`config.mk`:
```
export PLATFORM = sky130hd
export DESIGN_NAME = shake256_absorb_padder
export DESIGN_NICKNAME = d
export VERILOG_FILES = /design/src/rtl/shake256_absorb_padder.sv
export SDC_FILE = /design/constraint.sdc
export NUM_CORES = 2
export LEC_CHECK = 0
export ABC_AREA = 1
export BUFFER_PORTS_ARGS = -buffer_cell sky130_fd_sc_hd__buf_2
export CORE_AREA = 3 3 424 426
export DETAILED_ROUTE_END_ITERATION = 7
export DIE_AREA = 0 0 427 429
export PLACE_DENSITY = 0.63
export SYNTH_ARGS = -nofsm -noshare
export SYNTH_HDL_FRONTEND = slang
export SYNTH_SLANG_ARGS = --single-unit
```
`constraint.sdc`:
```
create_clock -name clk -period 39.4 [get_ports clk]
set_clock_uncertainty 0.2 [all_clocks]
set_input_delay 5.91 -clock clk [delete_from_list [all_inputs] [get_ports clk]]
set_output_delay 5.91 -clock clk [all_outputs]
set_load 0.1 [all_outputs]
```
`src/rtl/shake256_absorb_padder.sv`:
```
// ---------------------------------------------------------------------------
// shake256_absorb_padder
//
// Upstream feeder for the SHAKE256 sponge core. Packs a serial message bit
// stream into RATE-bit blocks, applies SHAKE domain padding (suffix 1111
// followed by pad10*1) and hands each block downstream over valid/ready.
// Stream bit k lands in block[k mod RATE]; the final padded block is flagged
// with block_last.
//
// Parameters:
//   RATE   rate in bits (>= 8)
//   CNT_W  bit-position counter width, 2**CNT_W > RATE
//
// Ports:
//   clk                in   rising-edge clock
//   reset              in   asynchronous active-high reset
//   enable             in   serial_in carries a message bit this cycle
//   serial_in          in   message bit, stream order
//   serial_end_signal  in   level, message complete (same-cycle bit is last)
//   in_ready           out  padder accepts a bit / end this cycle
//   block              out  RATE-bit rate block
//   block_valid        out  block is valid
//   block_ready        in   downstream accepts (transfer = valid & ready)
//   block_last         out  block is the final padded block of the message
//   msg_bits           out  [31:0] accepted message bit count (optional)
//
// Build option:
//   SHAKE256_PAD_LENCNT_EN  defined -> adds msg_bits, a saturating count of
//                           accepted bits for the current message.
//
// FSM states:
//   state       | meaning
//   ------------+------------------------------------------------------------
//   COLLECT     | accepting bits into the buffer, in_ready = 1
//   EMIT_DATA   | full data block offered, not last
//   EMIT_PAD1   | padded block offered, last unless padding spills over
//   EMIT_PAD2   | spill block carrying remaining padding, last
//   WAIT_LOW    | message done, wait for serial_end_signal to drop
// ---------------------------------------------------------------------------
module shake256_absorb_padder #(
    parameter int RATE  = 1088,
    parameter int CNT_W = 11
) (
    input  logic            clk,
    input  logic            reset,
    input  logic            enable,
    input  logic            serial_in,
    input  logic            serial_end_signal,
    output logic            in_ready,
    output logic [RATE-1:0] block,
    output logic            block_valid,
    input  logic            block_ready,
    output logic            block_last
`ifdef SHAKE256_PAD_LENCNT_EN
    ,
    output logic [31:0]     msg_bits
`endif
);

    typedef enum logic [2:0] {
        S_COLLECT   = 3'd0,
        S_EMIT_DATA = 3'd1,
        S_EMIT_PAD1 = 3'd2,
        S_EMIT_PAD2 = 3'd3,
        S_WAIT_LOW  = 3'd4
    } state_t;

    localparam logic [CNT_W-1:0] LAST_POS  = CNT_W'(RATE - 1);
    localparam logic [CNT_W-1:0] FULL_POS  = CNT_W'(RATE);
    localparam logic [CNT_W-1:0] SHORT_MAX = CNT_W'(RATE - 6);

    // Number of suffix ones that overflow into the spill block is
    // pos + 5 - RATE; only its low 3 bits matter (range 0..4), so the
    // constant part is folded into a mod-8 offset.
    localparam int         SPILL_OFS_I = ((5 - RATE) % 8 + 8) % 8;
    localparam logic [2:0] SPILL_OFS   = 3'(SPILL_OFS_I);

    // Five ones: SHAKE suffix 1111 plus the leading 1 of pad10*1.
    localparam logic [RATE-1:0] SUFFIX = {{(RATE-5){1'b0}}, 5'h1F};
    // Closing 1 of pad10*1.
    localparam logic [RATE-1:0] MSB    = {1'b1, {(RATE-1){1'b0}}};

    state_t            state_q;
    state_t            state_d;
    logic [RATE-1:0]   block_q;
    logic [CNT_W-1:0]  pos_q;
    logic              end_pend_q;
    logic              long_q;
    logic [2:0]        spill_q;

    logic              bit_acc;
    logic              end_acc;
    logic              xfer;
    logic [CNT_W-1:0]  pos_eff;
    logic              pad_short;
    logic [RATE-1:0]   data_w;
    logic [RATE-1:0]   pad_blk;
    logic [RATE-1:0]   spill_blk;

    // ------------------------------------------------------------------
    // Datapath helpers
    // ------------------------------------------------------------------
    assign bit_acc = enable & (state_q == S_COLLECT);
    assign end_acc = serial_end_signal & (state_q == S_COLLECT);
    assign xfer    = block_valid & block_ready;

    // Position after any bit accepted in the same cycle as the end.
    assign pos_eff = pos_q + CNT_W'(bit_acc);

    // Buffer with the current bit merged in. The buffer is zero at every
    // unwritten position, so only the addressed bit changes.
    always_comb begin
        data_w = block_q;
        if (bit_acc) begin
            data_w[pos_q] = serial_in;
        end
    end

    // Padding fits in this block when the five ones and the closing 1 all
    // land at or below RATE-1; otherwise the ones are cut at the block edge
    // by the shift and the remainder goes to the spill block.
    assign pad_short = (pos_eff <= SHORT_MAX);
    assign pad_blk   = data_w | (SUFFIX << pos_eff) | (pad_short ? MSB : '0);
    assign spill_blk = (SUFFIX >> (3'd5 - spill_q)) | MSB;

    // ------------------------------------------------------------------
    // State register
    // ------------------------------------------------------------------
    always_ff @(posedge clk or posedge reset) begin
        if (reset) begin
            state_q <= S_COLLECT;
        end else begin
            state_q <= state_d;
        end
    end

    // ------------------------------------------------------------------
    // Next-state logic
    // ------------------------------------------------------------------
    always_comb begin
        state_d = state_q;
        case (state_q)
            S_COLLECT: begin
                if (end_acc) begin
                    state_d = (pos_eff == FULL_POS) ? S_EMIT_DATA : S_EMIT_PAD1;
                end else if (bit_acc && (pos_q == LAST_POS)) begin
                    state_d = S_EMIT_DATA;
                end
            end
            S_EMIT_DATA: begin
                if (xfer) begin
                    state_d = end_pend_q ? S_EMIT_PAD1 : S_COLLECT;
                end
            end
            S_EMIT_PAD1: begin
                if (xfer) begin
                    state_d = long_q ? S_EMIT_PAD2 : S_WAIT_LOW;
                end
            end
            S_EMIT_PAD2: begin
                if (xfer) begin
                    state_d = S_WAIT_LOW;
                end
            end
            S_WAIT_LOW: begin
                if (!serial_end_signal) begin
                    state_d = S_COLLECT;
                end
            end
            default: state_d = S_COLLECT;
        endcase
    end

    // ------------------------------------------------------------------
    // Output logic (decoded from registered state only)
    // ------------------------------------------------------------------
    always_comb begin
        in_ready    = 1'b0;
        block_valid = 1'b0;
        block_last  = 1'b0;
        case (state_q)
            S_COLLECT: begin
                in_ready = 1'b1;
            end
            S_EMIT_DATA: begin
                block_valid = 1'b1;
            end
            S_EMIT_PAD1: begin
                block_valid = 1'b1;
                block_last  = ~long_q;
            end
            S_EMIT_PAD2: begin
                block_valid = 1'b1;
                block_last  = 1'b1;
            end
            default: ;
        endcase
    end

    assign block = block_q;

    // ------------------------------------------------------------------
    // Buffer, bit position and padding bookkeeping
    // ------------------------------------------------------------------
    always_ff @(posedge clk or posedge reset) begin
        if (reset) begin
            block_q    <= '0;
            pos_q      <= '0;
            end_pend_q <= 1'b0;
            long_q     <= 1'b0;
            spill_q    <= '0;
        end else begin
            case (state_q)
                S_COLLECT: begin
                    if (end_acc) begin
                        pos_q <= '0;
                        if (pos_eff == FULL_POS) begin
                            // Final bit filled the block: send it as data,
                            // then a padding-only block.
                            block_q    <= data_w;
                            end_pend_q <= 1'b1;
                        end else begin
                            block_q    <= pad_blk;
                            end_pend_q <= 1'b0;
                            long_q     <= ~pad_short;
                            spill_q    <= pos_eff[2:0] + SPILL_OFS;
                        end
                    end else if (bit_acc) begin
                        block_q <= data_w;
                        if (pos_q == LAST_POS) begin
                            pos_q      <= '0;
                            end_pend_q <= 1'b0;
                        end else begin
                            pos_q <= pos_q + CNT_W'(1);
                        end
                    end
                end
                S_EMIT_DATA: begin
                    if (xfer) begin
                        end_pend_q <= 1'b0;
                        if (end_pend_q) begin
                            block_q <= SUFFIX | MSB;
                            long_q  <= 1'b0;
                        end else begin
                            block_q <= '0;
                        end
                    end
                end
                S_EMIT_PAD1: begin
                    if (xfer && long_q) begin
                        block_q <= spill_blk;
                    end
                end
                S_WAIT_LOW: begin
                    if (!serial_end_signal) begin
                        block_q <= '0;
                    end
                end
                default: ;
            endcase
        end
    end

`ifdef SHAKE256_PAD_LENCNT_EN
    // ------------------------------------------------------------------
    // Message length counter: saturating, holds through WAIT_LOW and
    // restarts when the next message may begin.
    // ------------------------------------------------------------------
    logic [31:0] msg_bits_q;

    always_ff @(posedge clk or posedge reset) begin
        if (reset) begin
            msg_bits_q <= '0;
        end else if ((state_q == S_WAIT_LOW) && !serial_end_signal) begin
            msg_bits_q <= '0;
        end else if (bit_acc && (msg_bits_q != 32'hFFFF_FFFF)) begin
            msg_bits_q <= msg_bits_q + 32'd1;
        end
    end

    assign msg_bits = msg_bits_q;
`endif

endmodule

```
==> key figures <==
Clocking
  – Cts hold-fix bufs: 0
  – Root buf cell: clkbuf_16
  – CTS clk-pin slew, worst paths: 60 ps
  – Clk sinks: 1107
  – Clock Path Buffers: 3
  – CTS tree: yes
  – H-tree depth: 4
  – CTS Buf Count: 137
  – Setup Fix Bufs, Post-CTS: 0
  – Worst skew pair latency: 820 ps
  – Post-cts sizing count: 0

Synthesis
  – Synth top area cells: dfrtp_1 (42%), nand2_1 (18%), o21ai_0 (7.9%)
  – EDFF count, synth: 0
  – Distinct cells, synth: 52
  – Cells after synthesis: 9572
  – Yosys reg bits: 1107
  – Mean Syn Cell Area: 6.93 µm²
  – Syn. warnings: 0
  – Post-Syn Nets: 9591
  – Seq/Total Area, Yosys: 41.7%
  – Synth top area share: 41.7%
  – Post-synth ARST share: 100%
  – Post-Syn Area: 0.0664 mm²
  – Synth Flop Type: dfrtp_1
  – Yosys top cell by area: dfrtp_1

Layout
  – Register area: 0.0277 mm²
  – Final core occ: 44.1%
  – Multi-input logic area: 0.0347 mm²
  – Layout cells sized above 1: 16.0%
  – Final #Nets: 10190
  – Layout area overhead: 17.1%
  – Leading cell types in the layout, fill and taps excluded: nand2_1 (3196), dfrtp_1 (1107), buf_2 (1095)
  – Commonest non-fill, non-tap cell in the layout: nand2_1
  – Fillers: 17945
  – Fin area: 0.0777 mm²

Routing
  – Final ANT Viol Nets: 0
  – Drc violations: 0
  – WL/cell: 33.4 µm
  – TritonRoute pass-1 iters: 7
  – Vias after detailed routing: 79726
  – Via density: 6.31
  – Initial DRC count: 13685
  – Detailed Route WL: 421000 µm

Floorplanning
  – IO Pins: 1097
  – Core Footprint: 0.176 mm²
  – Die Ht: 429 µm
  – Die width: 427 µm
  – Row cnt: 154
  – Die area: 0.183 mm²
  – Starting Density: 37.7%

STA
  – Final min period: 11070 ps
  – Final hold slack: 277 ps
  – Unrepaired setup endpoints after global routing: false
  – Endpoints failing setup: 0
  – Actual slew at the worst max-slew pin: 1430 ps
  – Fin. Hold Viols: 0
  – Worst slew margin: 4.61%
  – Fin. max-slew vios: 0
  – Max Freq: 0.0903 GHz
  – Final period util: 28.1%
  – Sum Neg Setup Slack: 0 ps
  – Worst setup margin: 28330 ps

GRT
  – Initial antenna violation count: 25
  – Largest net degree at the start of global routing: 226
  – GR Overflow Total: 0
  – Vias in the first global route: 71670
  – Global-route wire length before repair: 576000 µm
  – Total track usage: 44.0%

Min path
  – WHS Path Cells: 2
  – HP Class: flop to flop

Power
  – Pwr Density: 49.9 mW/mm²
  – Worst vdd ir: 0.101 mV
  – P_leak: 0.0344 µW

Place
  – Post-DP HPWL: 275000 µm
  – Setup WS pre-CTS: 27760 ps
  – Area after DPL: 0.0733 mm²
  – Port buffer count: 1096
  – GP Congestion: 0.988

Critical path
  – Crit path cell chain: buf_2 -> inv_1 -> nor2_4 -> ha_1 -> ha_1 -> nand3_1 -> xor2_2 -> nand2_2 -> nor2_4 -> buf_4 -> buf_4 -> buf_4 -> a22oi_1 -> o22ai_1
  – Slowest stage cell, crit path: buf_4
  – Critical path data arrival time: 11590 ps
  – Worst path max stage delay: 950 ps
  – Max FO, Critical Path: 91
  – Crit path capture type: flop
  – Crit start category: primary input
  – Critical path data required time: 39920 ps
  – Critical path's top delay family: buffers and inverters
  – Cells on worst reg2reg path: 15
  – Worst path depth: 14
  – Worst path bufs/invs: 5
  – Setup CP Type: primary input to flop
  – Cell mode on critical path: buf_4

Run status
  – Status: complete, no violations

Run
  – MaxCap Viol Count: 0
report_power, final:
part	switching, µW	internal (µW)	total [µW]
registers	17.1	1150	1170
clock network	559	740	1300
logic	1250	158	1410
total	1830	2050	3880
synth_stat cells, drive strengths merged, types with 5 or more instances:
cell    number
xor2         5
clkbuf     450
a31oi      147
ha          13
o31ai       35
nand3      337
o211ai      64
inv        274
buf        355
o311ai      21
a21oi      695
o21ai     1651
nand4       23
o21bai     109
dfrtp     1107
nand2     3218
a32oi        6
a21boi       5
clkinv      10
a22oi       38
nor3       169
o22ai       95
nor2       606
o32ai       12
a22o       119
kinds of logic after synthesis:
group | Yosys count | share of synthesized area, %
AOI/OAI and AO/OA | 3003 | 25.0
xor gates and xnor gates | 5 | 0.0773
adders and majority gates | 13 | 0.245
buffers and inverters | 1089 | 6.86
DFF | 1107 | 41.7
and+or+nand+nor | 4355 | 26.1
state kept, by name, indices dropped and copies added, names as in the netlist:
signal / flops
block: 1088
pos_q: 11
state_q: 3
long_q: 1
spill_q: 3
end_pend_q: 1
worst paths after layout:
check	slack, ps	to	startpoint
max in group asynchronous	29990	block[61]	reset
max	28330	block[791]	enable
max reg2reg	32410	block[791]	state_q[2]
min	280	block[992]	block[992]
min reg2reg	280	block[992]	block[992]
min in group asynchronous	5040	block[247]	reset
per-layer routing:
| layer | track usage (%) | vias to the layer above | part of all wire (%) |
|---|---|---|---|
| met5 | 0 | - | 0.012 |
| met4 | 39.0 | 8 | 11 |
| met3 | 14.6 | 1482 | 13 |
| met2 | 61.1 | 6541 | 40 |
| met1 | 54.1 | 38237 | 35 |
| li1 | - | 33458 | - |
per-stage QoR:
step	total power (µW)	std cells
after floorplan	2050	9572
after global placement	2530	12372
after detailed placement	2540	12372
after CTS	3820	12609
after global routing	3940	12612
final	3880	12629
tightest hold or removal path, cell delays in order (launching register included):
cell and delay (ps):
dfrtp_1 340, nand2_1 50, nand2_1 50
cell type report:
| cell class | instances | area share, % |
|---|---|---|
| multi-input combinational | 7376 | 44.6 |
| sequential | 1107 | 35.6 |
| timing repair buffer | 1265 | 8.79 |
| clock buffer | 212 | 5.37 |
| tap | 2340 | 3.77 |
| inverter | 284 | 1.43 |
| clock inverter | 25 | 0.304 |
| antenna | 20 | 0.0644 |
(Power assumes the default switching activity.)
